--- config.mk ---
export PLATFORM = sky130hd
export DESIGN_NAME = md_bank_nzc_flat
export DESIGN_NICKNAME = d
export VERILOG_FILES = /design/src/rtl/md_pkg.sv /design/src/rtl/md_bank_nzc_if.sv /design/src/rtl/md_popcnt.sv /design/src/rtl/md_bank_nzc.sv /design/src/flat_wrapper.sv
export SDC_FILE = /design/constraint.sdc
export NUM_CORES = 1
export LEC_CHECK = 0
export ABC_AREA = 1
export CORE_AREA = 2 2 222 224
export DETAILED_ROUTE_END_ITERATION = 7
export DIE_AREA = 0 0 224 226
export PLACE_DENSITY = 0.47
export SYNTH_ARGS = -nofsm -noshare
export SYNTH_HDL_FRONTEND = slang
export SYNTH_HIERARCHICAL = 1
export SYNTH_SLANG_ARGS = --single-unit
--- constraint.sdc ---
create_clock -name clk -period 14.9 [get_ports clk]
set_input_delay 2.235 -clock clk [delete_from_list [all_inputs] [get_ports clk]]
set_output_delay 2.235 -clock clk [all_outputs]
set_load 0.03 [all_outputs]
--- src/rtl/md_pkg.sv ---
// Shared types and constants for the intra mode-decision bank/NZC block.
package md_pkg;

  typedef enum logic [1:0] {
    ST_IDLE = 2'd0,
    ST_RUN  = 2'd1,
    ST_HOLD = 2'd2
  } md_state_e;

  localparam int COEFF_WIDTH_D = 16;
  localparam int ROW_PIX_D     = 32;
  localparam int IDX_W_D       = 5;
  localparam int BANK_NUM_D    = 3;
  localparam int BANK_W_D      = 2;
  localparam int TU_NUM_D      = 16;
  localparam int NZC_W_D       = 13;

  // err_o bit positions
  localparam int ERR_IDX  = 0;  // row index did not follow 0,1,2,...
  localparam int ERR_TUOV = 1;  // more TUs closed than cbf bits available

endpackage

--- src/rtl/md_bank_nzc_if.sv ---
// Coefficient write bus plus result handshake between TQ, MD and EC/DB.
interface md_bank_nzc_if #(
  parameter int COEFF_WIDTH = 16,
  parameter int ROW_PIX     = 32,
  parameter int IDX_W       = 5,
  parameter int TU_NUM      = 16,
  parameter int NZC_W       = 13
) ();
  localparam int TUC_W = $clog2(TU_NUM) + 1;

  logic                           cef_wen_i;
  logic [IDX_W-1:0]               cef_widx_i;
  logic [COEFF_WIDTH*ROW_PIX-1:0] cef_data_i;
  logic                           cef_tu_last_i;
  logic                           cef_lcu_last_i;
  logic                           md_valid_o;
  logic                           md_ready_i;
  logic [NZC_W-1:0]               db_non_zero_count_o;
  logic [TU_NUM-1:0]              ec_cbf_o;
  logic [TUC_W-1:0]               ec_tu_cnt_o;
  logic [1:0]                     err_o;

  // MD block side
  modport slave (
    input  cef_wen_i, cef_widx_i, cef_data_i, cef_tu_last_i, cef_lcu_last_i, md_ready_i,
    output md_valid_o, db_non_zero_count_o, ec_cbf_o, ec_tu_cnt_o, err_o
  );

  // TQ / EC / DB side
  modport master (
    output cef_wen_i, cef_widx_i, cef_data_i, cef_tu_last_i, cef_lcu_last_i, md_ready_i,
    input  md_valid_o, db_non_zero_count_o, ec_cbf_o, ec_tu_cnt_o, err_o
  );
endinterface

--- src/rtl/md_popcnt.sv ---
// Non-zero coefficient count of one row as a balanced adder tree.
// Level 0 holds one "is non-zero" bit per coefficient; each higher level sums pairs.
module md_popcnt #(
  parameter int ROW_PIX     = 32,
  parameter int COEFF_WIDTH = 16
) (
  input  logic [ROW_PIX*COEFF_WIDTH-1:0] row_i,
  output logic [$clog2(ROW_PIX):0]       cnt_o
);
  localparam int LV    = $clog2(ROW_PIX);
  localparam int CNT_W = LV + 1;

  for (genvar l = 0; l <= LV; l++) begin : g_lvl
    logic [CNT_W-1:0] s [ROW_PIX>>l];
    if (l == 0) begin : g_leaf
      for (genvar i = 0; i < ROW_PIX; i++) begin : g_n
        assign s[i] = {{(CNT_W-1){1'b0}}, |row_i[i*COEFF_WIDTH +: COEFF_WIDTH]};
      end
    end else begin : g_add
      for (genvar i = 0; i < (ROW_PIX>>l); i++) begin : g_n
        assign s[i] = g_lvl[l-1].s[2*i] + g_lvl[l-1].s[2*i+1];
      end
    end
  end

  assign cnt_o = g_lvl[LV].s[0];
endmodule

--- src/rtl/md_bank_nzc.sv ---
// Per-LCU bank rotation, non-zero coefficient accounting, cbf vector and
// protocol error flags, released to EC/DB through a valid/ready handshake.
module md_bank_nzc
  import md_pkg::*;
#(
  parameter int COEFF_WIDTH = COEFF_WIDTH_D,
  parameter int ROW_PIX     = ROW_PIX_D,
  parameter int IDX_W       = IDX_W_D,
  parameter int BANK_NUM    = BANK_NUM_D,
  parameter int BANK_W      = BANK_W_D,
  parameter int TU_NUM      = TU_NUM_D,
  parameter int NZC_W       = NZC_W_D
) (
  input  logic              clk,
  input  logic              rst_n,
  input  logic              start_i,
  output logic              start_drop_o,
  output logic [BANK_W-1:0] ipre_bank_o,
  output logic [BANK_W-1:0] ec_bank_o,
  output logic [BANK_W-1:0] db_bank_o,
  md_bank_nzc_if.slave      bus
);
  localparam int CNT_W = $clog2(ROW_PIX) + 1;
  localparam int TUC_W = $clog2(TU_NUM) + 1;
  localparam int TUI_W = $clog2(TU_NUM);

  md_state_e         state_q, state_d;
  logic [BANK_W-1:0] ipre_q, ipre_d, ec_q, ec_d, db_q, db_d;
  logic              drop_q, drop_d;
  logic [NZC_W-1:0]  acc_q, acc_d;
  logic [TU_NUM-1:0] cbf_q, cbf_d;
  logic [TUC_W-1:0]  tu_cnt_q, tu_cnt_d;
  logic [IDX_W-1:0]  exp_idx_q, exp_idx_d;
  logic              tu_nz_q, tu_nz_d;    // current TU has seen a non-zero row
  logic [1:0]        err_q, err_d;

  logic [CNT_W-1:0]  row_cnt;
  logic              accept, wr, tu_close, row_nz;
  logic [NZC_W:0]    acc_sum;

  md_popcnt #(.ROW_PIX(ROW_PIX), .COEFF_WIDTH(COEFF_WIDTH)) u_popcnt (
    .row_i (bus.cef_data_i),
    .cnt_o (row_cnt)
  );

  // Next-state: FSM, start acceptance, bank rotation, row/TU accounting
  always_comb begin
    state_d   = state_q;
    ipre_d    = ipre_q;
    ec_d      = ec_q;
    db_d      = db_q;
    drop_d    = 1'b0;
    acc_d     = acc_q;
    cbf_d     = cbf_q;
    tu_cnt_d  = tu_cnt_q;
    exp_idx_d = exp_idx_q;
    tu_nz_d   = tu_nz_q;
    err_d     = err_q;

    accept   = start_i && ((state_q == ST_IDLE) || ((state_q == ST_HOLD) && bus.md_ready_i));
    wr       = bus.cef_wen_i && (state_q == ST_RUN);
    tu_close = bus.cef_tu_last_i || bus.cef_lcu_last_i;
    row_nz   = (row_cnt != '0);
    acc_sum  = {1'b0, acc_q} + (NZC_W+1)'(row_cnt);

    case (state_q)
      ST_IDLE: if (start_i) state_d = ST_RUN;
      ST_RUN:  if (wr && bus.cef_lcu_last_i) state_d = ST_HOLD;
      ST_HOLD: if (bus.md_ready_i) state_d = start_i ? ST_RUN : ST_IDLE;
      default: state_d = ST_IDLE;
    endcase

    if (start_i && !accept) drop_d = 1'b1;

    if (accept) begin
      ipre_d    = (ipre_q == BANK_W'(BANK_NUM-1)) ? '0 : ipre_q + 1'b1;
      ec_d      = ipre_q;
      db_d      = ec_q;
      acc_d     = '0;
      cbf_d     = '0;
      tu_cnt_d  = '0;
      exp_idx_d = '0;
      tu_nz_d   = 1'b0;
      err_d     = '0;
    end

    if (wr) begin
      acc_d = acc_sum[NZC_W] ? '1 : acc_sum[NZC_W-1:0];
      if (bus.cef_widx_i != exp_idx_q) err_d[ERR_IDX] = 1'b1;
      if (tu_close) begin
        exp_idx_d = '0;
        tu_nz_d   = 1'b0;
        if (tu_cnt_q < TUC_W'(TU_NUM)) begin
          cbf_d[tu_cnt_q[TUI_W-1:0]] = tu_nz_q || row_nz;
          tu_cnt_d = tu_cnt_q + 1'b1;
        end else begin
          err_d[ERR_TUOV] = 1'b1;
        end
      end else begin
        exp_idx_d = exp_idx_q + 1'b1;
        tu_nz_d   = tu_nz_q || row_nz;
      end
    end
  end

  // State registers with synchronous active-low reset
  always_ff @(posedge clk) begin
    if (!rst_n) begin
      state_q   <= ST_IDLE;
      ipre_q    <= '0;
      ec_q      <= BANK_W'(BANK_NUM-1);
      db_q      <= BANK_W'(BANK_NUM-2);
      drop_q    <= 1'b0;
      acc_q     <= '0;
      cbf_q     <= '0;
      tu_cnt_q  <= '0;
      exp_idx_q <= '0;
      tu_nz_q   <= 1'b0;
      err_q     <= '0;
    end else begin
      state_q   <= state_d;
      ipre_q    <= ipre_d;
      ec_q      <= ec_d;
      db_q      <= db_d;
      drop_q    <= drop_d;
      acc_q     <= acc_d;
      cbf_q     <= cbf_d;
      tu_cnt_q  <= tu_cnt_d;
      exp_idx_q <= exp_idx_d;
      tu_nz_q   <= tu_nz_d;
      err_q     <= err_d;
    end
  end

  assign start_drop_o            = drop_q;
  assign ipre_bank_o             = ipre_q;
  assign ec_bank_o               = ec_q;
  assign db_bank_o               = db_q;
  assign bus.md_valid_o          = (state_q == ST_HOLD);
  assign bus.db_non_zero_count_o = acc_q;
  assign bus.ec_cbf_o            = cbf_q;
  assign bus.ec_tu_cnt_o         = tu_cnt_q;
  assign bus.err_o               = err_q;
endmodule

--- src/flat_wrapper.sv ---
// flat-port wrapper written by rule: the top's interface ports become plain ports
module md_bank_nzc_flat import md_pkg::*;
#(
  parameter int COEFF_WIDTH = COEFF_WIDTH_D,
  parameter int ROW_PIX     = ROW_PIX_D,
  parameter int IDX_W       = IDX_W_D,
  parameter int BANK_NUM    = BANK_NUM_D,
  parameter int BANK_W      = BANK_W_D,
  parameter int TU_NUM      = TU_NUM_D,
  parameter int NZC_W       = NZC_W_D
)
  (clk, rst_n, start_i, start_drop_o, ipre_bank_o, ec_bank_o, db_bank_o, bus_cef_wen_i, bus_cef_widx_i, bus_cef_data_i, bus_cef_tu_last_i, bus_cef_lcu_last_i, bus_md_ready_i, bus_md_valid_o, bus_db_non_zero_count_o, bus_ec_cbf_o, bus_ec_tu_cnt_o, bus_err_o);
  md_bank_nzc_if #(.COEFF_WIDTH(COEFF_WIDTH), .ROW_PIX(ROW_PIX), .IDX_W(IDX_W), .TU_NUM(TU_NUM), .NZC_W(NZC_W)) bus_i ();
  input  logic clk;
  input  logic rst_n;
  input  logic start_i;
  output logic start_drop_o;
  output logic [BANK_W-1:0] ipre_bank_o;
  output logic [BANK_W-1:0] ec_bank_o;
  output logic [BANK_W-1:0] db_bank_o;
  input wire logic [$bits(bus_i.cef_wen_i)-1:0] bus_cef_wen_i;
  input wire logic [$bits(bus_i.cef_widx_i)-1:0] bus_cef_widx_i;
  input wire logic [$bits(bus_i.cef_data_i)-1:0] bus_cef_data_i;
  input wire logic [$bits(bus_i.cef_tu_last_i)-1:0] bus_cef_tu_last_i;
  input wire logic [$bits(bus_i.cef_lcu_last_i)-1:0] bus_cef_lcu_last_i;
  input wire logic [$bits(bus_i.md_ready_i)-1:0] bus_md_ready_i;
  output wire logic [$bits(bus_i.md_valid_o)-1:0] bus_md_valid_o;
  output wire logic [$bits(bus_i.db_non_zero_count_o)-1:0] bus_db_non_zero_count_o;
  output wire logic [$bits(bus_i.ec_cbf_o)-1:0] bus_ec_cbf_o;
  output wire logic [$bits(bus_i.ec_tu_cnt_o)-1:0] bus_ec_tu_cnt_o;
  output wire logic [$bits(bus_i.err_o)-1:0] bus_err_o;
  assign bus_i.cef_wen_i = bus_cef_wen_i;
  assign bus_i.cef_widx_i = bus_cef_widx_i;
  assign bus_i.cef_data_i = bus_cef_data_i;
  assign bus_i.cef_tu_last_i = bus_cef_tu_last_i;
  assign bus_i.cef_lcu_last_i = bus_cef_lcu_last_i;
  assign bus_i.md_ready_i = bus_md_ready_i;
  assign bus_md_valid_o = bus_i.md_valid_o;
  assign bus_db_non_zero_count_o = bus_i.db_non_zero_count_o;
  assign bus_ec_cbf_o = bus_i.ec_cbf_o;
  assign bus_ec_tu_cnt_o = bus_i.ec_tu_cnt_o;
  assign bus_err_o = bus_i.err_o;
  md_bank_nzc #(.COEFF_WIDTH(COEFF_WIDTH), .ROW_PIX(ROW_PIX), .IDX_W(IDX_W), .BANK_NUM(BANK_NUM), .BANK_W(BANK_W), .TU_NUM(TU_NUM), .NZC_W(NZC_W)) u_core (.clk(clk), .rst_n(rst_n), .start_i(start_i), .start_drop_o(start_drop_o), .ipre_bank_o(ipre_bank_o), .ec_bank_o(ec_bank_o), .db_bank_o(db_bank_o), .bus(bus_i));
endmodule
==> qor.tcl <==
set qor(routed_wire_length_per_instance_um) 13.1
set qor(timing.max_slew.rel_slack_pct) 26.2
set qor(yosys_register_bits) 51
set qor(clock.fmax_mhz) 112
set qor(worstSetupPathType) {input port to register}
set qor(root_buffer) {sky130_fd_sc_hd__clkbuf_16}
set qor(worst_slew_pin_slew_ns) 1.11
set qor(detail_route.vias_per_cell) 3.61
set qor(worstSetupEndpointType) {register}
set qor(cp_data_arrival_time_ns) 9.13
set qor(first_pass_iters) 4
set qor(vias) 8262
set qor(synth_cells) 1103
set qor(clock_latency_ns) 0.29
set qor(total_leakage_power_uw) 0.00521
set qor(dpl.hpwl_um) 27000
set qor(antenna_violations_before_repair) 0
set qor(cts_resized) 0
set qor(track_usage_pct) 11.3
set qor(numPortBuffers) 567
set qor(p_per_area_mw_per_mm2) 37.2
set qor(syn2layout_area_growth_pct) 110
set qor(global_route_wire_length_before_repair_um) 44700
set qor(reg2reg_depth) 12
set qor(postCtsSetupBuffers) 0
set qor(nNetsFinal) 2234
set qor(hold_depth) 2
set qor(die_height_um) 226
set qor(maxCapViolations) 0
set qor(setup_viol) 0
set qor(cts_buffer_depth) 2
set qor(fp.coreArea_sq_mm) 0.0483
set qor(min_path_type) {register to register}
set qor(report.final.hold_viol_count) 0
set qor(route.final.wire_length_um) 29900
set qor(final_period_minus_worst_setup_slack_ns) 8.94
set qor(cp_common_cell) {sky130_fd_sc_hd__nand2_1}
set qor(setup_repair_after_global_routing_missed_its_margin) {false}
set qor(gpl_wtd_cong) 0.888
set qor(drive_gt1_share_pct) 1.74
set qor(number_of_distinct_library_cells_after_synthesis) 38
set qor(synth-warning-count) 6
set qor(final-max-slew-violation-count) 0
set qor(run_status) {finished, final reports clean}
set qor(finalCoreUtilization_pct) 25.8
set qor(syn_nets) 1671
set qor(filler_cell_count) 5365
set qor(cts_hold_repair.buffers) 0
set qor(grt_start_max_net_pins) 34
set qor(syn_area_per_cell_sq_um) 5.38
set qor(clk_pin_slew_worst_paths_ns) 0.07
set qor(clkSinkCount) 51
set qor(timing.critical_path.slowest_stage_cell) {sky130_fd_sc_hd__fa_1}
set qor(timing.critical_path.fanout_max) 9
set qor(cts_tree) {done}
set qor(cts-htree-levels) 2
set qor(chip_width_um) 224
set qor(drcViolationCount) 0
set qor(timing.clock.skew_ns) 0.00936
set qor(first_global_vias) 8618
set qor(crit_path_start_kind) {input port}
set qor(setup-tns-final_ns) 0
set qor(syn-cell-area_sq_mm) 0.00594
set qor(ir_drop_worst_case_vdd_uv) 30.7
set qor(total_die_area_sq_mm) 0.0506
set qor(crit_path_max_incr_delay_ns) 0.58
set qor(period_share_pct) 60.0
set qor(insertedDiodeCount) 0
set qor(globalRouteOverflowTotal) 0
set qor(row_count) 81
set qor(synth-seq-area-share_pct) 17.2
set qor(top_level_ports) 568
set qor(detailedRoute.firstIterationViolations) 226
set qor(crit_required_ns) 15.09
set qor(postRouteAntennaNets) 0
set qor(initial_utilization_pct) 12.3
set qor(cts-buffers-inserted) 5
[logic make-up (layout without fill, tap and decap cells)]
group,count (synthesis),in the layout,synth area share (%)
flops,51,51,17.2
simple gates,713,713,48.6
compound gates,71,71,6.70
fa+ha+maj,44,44,12.4
buf+inv,217,781,14.0
xor+xnor,7,7,1.03
[Yosys cell counts (all sizes together)]
master	instances	area, sq um
o31ai	2	15.0
ha	19	238
xor2	3	26.3
a31oi	4	25.0
nor3	3	20.0
buf	5	33.8
nand2	328	1250
a211oi	6	55.1
inv	206	776
o21bai	1	7.51
a21o	1	7.51
nand4	2	12.5
clkbuf	6	22.5
or2	2	12.5
nand3	48	250
a21oi	39	195
nor3b	1	7.51
xnor2	4	35.0
fa	25	500
nor2	311	1210
and2	11	68.8
dfxtp	51	1020
nand3b	7	52.6
o22ai	2	12.5
o21ai	16	80.1
[final timing paths]
| check | slack, ns | startpoint | endpoint |
|---|---|---|---|
| max | 5.96 | bus_cef_data_i[33] | u_core/bus.db_non_zero_count_o[6]$_SDFFE_PN0P_ |
| min | 0.46 | u_core/bus.err_o[1]$_SDFF_PN0_ | u_core/bus.err_o[1]$_SDFF_PN0_ |
| max reg2reg | 12.86 | u_core/bus.db_non_zero_count_o[0]$_SDFFE_PN0P_ | u_core/bus.db_non_zero_count_o[12]$_SDFFE_PN0P_ |
| min reg2reg | 0.46 | u_core/bus.err_o[1]$_SDFF_PN0_ | u_core/bus.err_o[1]$_SDFF_PN0_ |
[metal layers]
metal | vias to the layer above | track usage (%) | part of all wire [%]
li1 | 4407 | - | -
met1 | 3459 | 12.3 | 39
met2 | 361 | 22.2 | 51
met3 | 35 | 2.51 | 8.0
met4 | 0 | 2.28 | 1.9
met5 | - | 0 | 0
[report_power, final]
group / switching, uW / internal (uW)
Clock: 51.5 / 71.5
Sequential: 2.53 / 139
Combinational: 60.1 / 141
Total: 114 / 351
[critical path, delay by kind of cell]
kind / cells / cell delay [ns]
adders and majority gates: 9 / 4.32
and+or+nand+nor: 17 / 1.73
buffers and inverters: 7 / 0.80
[cell usage in the layout, fill, tap and decap left out]
master	n
sky130_fd_sc_hd__xnor2_1	4
sky130_fd_sc_hd__o22ai_1	2
sky130_fd_sc_hd__nand2_1	325
sky130_fd_sc_hd__nand3_1	46
sky130_fd_sc_hd__a21o_1	1
sky130_fd_sc_hd__nor3_1	2
sky130_fd_sc_hd__a211oi_1	4
sky130_fd_sc_hd__or2_1	1
sky130_fd_sc_hd__or2_2	1
sky130_fd_sc_hd__inv_4	1
sky130_fd_sc_hd__o21ai_0	11
sky130_fd_sc_hd__a31oi_1	4
sky130_fd_sc_hd__o21bai_1	1
sky130_fd_sc_hd__and2_1	11
sky130_fd_sc_hd__xor2_1	3
sky130_fd_sc_hd__nor2_4	4
sky130_fd_sc_hd__o21ai_1	5
sky130_fd_sc_hd__dfxtp_1	51
sky130_fd_sc_hd__nor3_2	1
sky130_fd_sc_hd__nand3_2	2
sky130_fd_sc_hd__nand2_4	2
sky130_fd_sc_hd__nor2_8	1
sky130_fd_sc_hd__nand3b_1	7
sky130_fd_sc_hd__ha_1	19
sky130_fd_sc_hd__clkdlybuf4s50_1	567
sky130_fd_sc_hd__nor3b_1	1
sky130_fd_sc_hd__a21oi_1	39
sky130_fd_sc_hd__clkbuf_8	2
sky130_fd_sc_hd__fa_1	25
sky130_fd_sc_hd__nor2_1	306
sky130_fd_sc_hd__a211oi_2	2
sky130_fd_sc_hd__nand4_1	2
sky130_fd_sc_hd__inv_2	6
sky130_fd_sc_hd__inv_1	199
sky130_fd_sc_hd__nand2_2	1
sky130_fd_sc_hd__clkinvlp_4	1
sky130_fd_sc_hd__o31ai_1	2
sky130_fd_sc_hd__clkbuf_16	5
[metrics by stage]
step	cell area (sq um)	setup slack [ns]	hold slack, ns	std cells	total power (uW)
after floorplan	5940	6.92	0.440	1103	193
after global placement	12300	5.72	0.445	2281	346
after detailed placement	12300	5.65	0.458	2281	347
after CTS	12500	5.94	0.466	2289	472
after global routing	12500	5.52	0.497	2289	493
final	12500	5.96	0.461	2289	465
[sequential cells by signal, summed over array words and instances, names as in the netlist]
name	cells
u_core/start_drop_o	1
u_core/exp_idx_q	5
u_core/bus.db_non_zero_count_o	13
u_core/db_bank_o	2
u_core/bus.err_o	2
u_core/ipre_bank_o	2
u_core/tu_nz_q	1
u_core/bus.ec_cbf_o	16
u_core/bus.ec_tu_cnt_o	5
u_core/state_q	2
u_core/ec_bank_o	2
[cell type report]
class	instances	area, sq um	area share (%)
Timing Repair Buffer	567	5680	45.4
Inverter	206	776	6.21
Clock buffer	7	153	1.22
Multi-Input combinational cell	835	4080	32.7
Clock inverter	1	7.51	0.0601
Sequential cell	51	1020	8.17
Tap cell	622	778	6.23
No activity file was read; power rests on OpenSTA's default activity.
